### src/rtl/microgreen_tray_scheduler.sv
// ============================================================================
// Module      : microgreen_tray_scheduler
// Description : Round-robin scheduler feeding one tray's features at a time
//               to a classifier core and reporting each decision or timeout.
// Revision    : 1.0 - initial release
// ============================================================================
`default_nettype none

module microgreen_tray_scheduler #(
  parameter int TIMEOUT   = 12,
  parameter int NUM_TRAYS = 4
) (
  input  logic        clk,
  input  logic        rst,
  input  logic        enable,
  input  logic [3:0]  req,
  input  logic [63:0] feat_in,
  output logic [3:0]  ack,
  output logic        cls_start,
  output logic [15:0] cls_features,
  input  logic        cls_done,
  input  logic        cls_result,
  output logic        result_valid,
  output logic [1:0]  result_tray,
  output logic        result_class,
  output logic        result_timeout,
  output logic [3:0]  ready_map,
  output logic [7:0]  ready_count,
  output logic        busy
);

  localparam logic [2:0] c_st_idle   = 3'd0;
  localparam logic [2:0] c_st_grant  = 3'd1;
  localparam logic [2:0] c_st_launch = 3'd2;
  localparam logic [2:0] c_st_wait   = 3'd3;
  localparam logic [2:0] c_st_report = 3'd4;

  localparam logic [3:0] c_timeout = 4'(TIMEOUT);

  logic [2:0]  r_state;
  logic [1:0]  r_winner;
  logic [1:0]  r_rr_ptr;
  logic [3:0]  r_cnt;
  logic [15:0] r_feat;
  logic [1:0]  r_res_tray;
  logic        r_res_class;
  logic        r_res_timeout;
  logic [3:0]  r_ready_map;
  logic [7:0]  r_ready_count;

  logic [1:0]  w_pick;
  logic        w_found;
  logic [3:0]  w_cnt_next;

  // Scan from the highest offset down so the nearest requester above rr_ptr wins.
  always_comb begin
    w_found = 1'b0;
    w_pick  = r_rr_ptr;
    for (int i = NUM_TRAYS - 1; i >= 0; i--) begin
      if (req[r_rr_ptr + 2'(i)]) begin
        w_pick  = r_rr_ptr + 2'(i);
        w_found = 1'b1;
      end
    end
  end

  assign w_cnt_next = r_cnt + 4'd1;

  always_ff @(posedge clk or posedge rst) begin
    if (rst) begin
      r_state       <= c_st_idle;
      r_winner      <= 2'd0;
      r_rr_ptr      <= 2'd0;
      r_cnt         <= 4'd0;
      r_feat        <= 16'd0;
      r_res_tray    <= 2'd0;
      r_res_class   <= 1'b0;
      r_res_timeout <= 1'b0;
      r_ready_map   <= 4'd0;
      r_ready_count <= 8'd0;
    end else begin
      case (r_state)
        c_st_idle: begin
          if (enable && w_found) begin
            r_winner <= w_pick;
            r_state  <= c_st_grant;
          end
        end
        c_st_grant: begin
          r_feat  <= feat_in[{r_winner, 4'b0000} +: 16];
          r_state <= c_st_launch;
        end
        c_st_launch: begin
          r_cnt   <= 4'd0;
          r_state <= c_st_wait;
        end
        c_st_wait: begin
          r_cnt <= w_cnt_next;
          // A result arriving on the timeout cycle still counts as a real result.
          if (cls_done) begin
            r_res_tray    <= r_winner;
            r_res_class   <= cls_result;
            r_res_timeout <= 1'b0;
            r_state       <= c_st_report;
          end else if (w_cnt_next == c_timeout) begin
            r_res_tray    <= r_winner;
            r_res_class   <= 1'b0;
            r_res_timeout <= 1'b1;
            r_state       <= c_st_report;
          end
        end
        c_st_report: begin
          r_ready_map[r_winner] <= r_res_class;
          if (r_res_class && (r_ready_count != 8'hFF)) begin
            r_ready_count <= r_ready_count + 8'd1;
          end
          r_rr_ptr <= r_winner + 2'd1;
          r_state  <= c_st_idle;
        end
        default: r_state <= c_st_idle;
      endcase
    end
  end

  assign ack            = (r_state == c_st_grant) ? (4'b0001 << r_winner) : 4'b0000;
  assign cls_start      = (r_state == c_st_launch);
  assign cls_features   = r_feat;
  assign result_valid   = (r_state == c_st_report);
  assign result_tray    = r_res_tray;
  assign result_class   = r_res_class;
  assign result_timeout = r_res_timeout;
  assign ready_map      = r_ready_map;
  assign ready_count    = r_ready_count;
  assign busy           = (r_state != c_st_idle);

endmodule

`default_nettype wire

### config.mk
export PLATFORM = sky130hd
export DESIGN_NAME = microgreen_tray_scheduler
export DESIGN_NICKNAME = d
export VERILOG_FILES = /design/src/rtl/microgreen_tray_scheduler.sv
export SDC_FILE = /design/constraint.sdc
export NUM_CORES = 1
export LEC_CHECK = 0
export BUFFER_PORTS_ARGS = -buffer_cell sky130_fd_sc_hd__buf_2
export CAP_MARGIN = 20
export CORE_MARGIN = 4
export CORE_UTILIZATION = 47
export CTS_CLUSTER_DIAMETER = 100
export DETAILED_ROUTE_END_ITERATION = 8
export GPL_TIMING_DRIVEN = 0
export PLACE_DENSITY = 0.79
export SYNTH_ARGS = -nofsm -noshare
export SYNTH_HDL_FRONTEND = slang
export SYNTH_SLANG_ARGS = --single-unit
### constraint.sdc
create_clock -name clk -period 2.04 [get_ports clk]
set_clock_uncertainty 0.05 [all_clocks]
set_input_delay 0.102 -clock clk [delete_from_list [all_inputs] [get_ports clk]]
set_output_delay 0.102 -clock clk [all_outputs]
set_load 0.05 [all_outputs]
==> run metrics <==
status=complete, no violations; CTS tree=done; crit path max fanout=18; Lkg Pwr=0.001570 uW; initial antenna violation count=0; total number of vias=about 1900; Root Driver=clkbuf_8; Max VDD drop=1.079 mV; Bufs and invs on worst path=3; Site Rows=25; CP Class=flip-flop to output port; measured slew at the worst slew-check pin=between 500 and 600 ps; PwrDens=about 1500 mW/mm^2; Die Span X=78.97 um; CTS Buffer Depth=2; Ant. Diodes=0; Starting Density=49.46%; Seq. cell area=~0.0011 sq mm; CTS buffer count=5; Post CTS Setup Buffer Count=0; Async SR Flop Fraction=100.0%; drc violations=0; register bit count reported by yosys=43; cells after synthesis=188; drt pass-1 iters=4; Max stage delay on crit path=400 ps; slowest cell on the critical path=dfrtp_1; cell family with most CP delay=buffers and inverters; Fill cells=382; Post-synth EDFFs=0; Cell Area, Placed=0.003027 sq mm; hold path endpoint=r_state[0]; count leader, synth=dfrtp_1; Wirelength per Cell=between 15 and 20 um; chip height=78.97 um; fin area=0.003169 sq mm; synth top area cells=dfrtp_1 45%, mux4_2 15%, mux2_2 12%; RSZ-0062 raised after global routing=no; clock sink total=43; post-DR vias/cell=5.176; critical path startpoint category=flip-flop; proportion of layout cells with a drive suffix above 1=55.99%; die area=a little over 0.006 sq mm; Tot Pwr=4767 uW; GR Overflow Total=0; Netlist cell types=37; H-tree level count=2; Worst-Skew Late Latency=290 ps; Area growth syn-to-layout=33.88%; Slew HR=64.46%; Worst R2R Path Depth=5; fin nets=387; Worst R2R Setup Slack=160 ps; endpoints failing hold=0; Setup-failing EPs final=0; Worst-path clk slew=80 ps; CP Data Required Time=1890 ps; Post-synth top cells=43 x dfrtp_1, 25 x mux2_2, 18 x nand2_1, 16 x mux4_2; Synth top area share=45.45%; Post-Route Utilization=66.22%; global-route wire length before repair=a little over 9000 um; hold depth=3; Final period util=93.38%; Hold Path Class=primary input to flip-flop; arrival time of the worst setup path=1750 ps; Top-Level Pins=between 100 and 150; ANT nets after route=0; drt total wl=5713 um; Max Clk Rate=~520 MHz; worst r2r dst=cls_features[8]; maxcap violations=0; Syn Area/Cell=12.59 sq um; Setup TNS=0 ps; CORE AREA=0.004786 sq mm; vias in the first global route=1949; Multi-input gate area=0.001226 sq mm; initial DRC count=between 50 and 60; aggregate global-route resource usage=18.76%; Final HPWL DP=4397 um; Synth Cell Area=0.002367 sq mm; Syn Nets=roughly 270; Worst R2R Start=r_state[0]; hold path start=enable; yosys warns=0; Final Critical Period=about 1900 ps; Slew Limit Fails=0; post-synthesis sequential area ratio=45.45%; Final GP Congestion=0.7497; CP endpoint kind=output port; worst-path cell chain=clkbuf_4, inv_1, ha_1, and3_1, buf_2; Primary FF master, synth=dfrtp_1; largest net degree at the start of global routing=43; Synth area leader=dfrtp_1; Port Buffers=around 110
==> worst max-delay path by stage <==
stage | slack (ps) | cells past startpoint | start | endpoint
6_report | 140 | 5 | r_winner[1] | ack[0]
5_1_grt | 0.5 | 5 | r_winner[0] | ack[0]
4_1_cts | 30 | 5 | r_winner[0] | ack[0]
3_5_place_dp | -50 | 6 | r_winner[1] | ready_map[1]
3_3_place_gp | -1 | 6 | r_winner[1] | ready_map[0]
2_1_floorplan | -20 | 5 | r_state[0] | ready_count[6]
==> stage by stage <==
step                hold slack [ps]  cells  worst slack (ps)
finish                        42.34    376             135.1
global route                  51.46    376            0.4898
CTS                           30.09    376             32.55
detailed placement           -88.67    367            -50.96
global placement              264.1    366            -1.452
floorplan                     137.0    188            -24.63
==> placed cells by master, fill, tap and decap left out, types with 4 or more instances in the layout <==
master	instances
a21oi_1	6
and3_1	6
buf_2	111
clkbuf_8	6
dfrtp_1	43
ha_1	6
inv_1	6
mux2_2	25
mux4_2	16
nand2_1	18
nand2b_1	4
nand3_1	4
nor2_1	9
o21ai_0	9
==> sequential cells by signal, summed over array words and instances, names as in the netlist <==
register        cells
ready_map           4
result_timeout      1
r_rr_ptr            2
cls_features       16
result_tray         2
ready_count         8
r_winner            2
r_state             3
r_cnt               4
result_class        1
==> kinds of logic (layout without fill, tap and decap cells) <==
kind of cell | Yosys count | count (layout) | synth area share (%)
compound gates | 25 | 25 | 6.713
buf+inv | 13 | 134 | 2.748
mux | 42 | 42 | 27.54
xor+xnor | 4 | 4 | 1.480
fa+ha+maj | 6 | 6 | 3.171
flops | 43 | 43 | 45.45
simple gates | 55 | 55 | 12.90
==> what timing repair did <==
action	CTS	global route
hold buffers	3	0
gates resized for setup	0	2
endpoints found under the hold margin	45	0
setup endpoints to repair	5	3
==> routing by layer <==
metal  global-route usage, %  up-vias  routed length, um
li1                        -      939                  -
met1                   23.09      923               2334
met2                   32.24       80               2844
met3                   4.875        4                465
met4                   5.842        0                 69
met5                       0        -                  0
==> worst min-delay path, stage by stage <==
cell     delay [ps]
buf_2           110
nand3_1          70
a21oi_1          60
==> area by class of cell <==
| class | instances | share of cell area (%) |
|---|---|---|
| clock inverter | 2 | 1.105 |
| buffer | 4 | 1.066 |
| timing repair buffer | 115 | 19.11 |
| clock buffer | 6 | 2.606 |
| inverter | 7 | 0.8291 |
| sequential | 43 | 33.95 |
| multi-input combinational | 132 | 38.69 |
| tap | 67 | 2.645 |
==> power breakdown <==
part           leakage, uW  switching, uW  total [uW]  internal (uW)
clock            0.0000612            286         682            396
sequential        0.000544            218        1400           1180
combinational     0.000965           1740        2690            952
total              0.00157           2240        4770           2530
(Power assumes the default switching activity.)
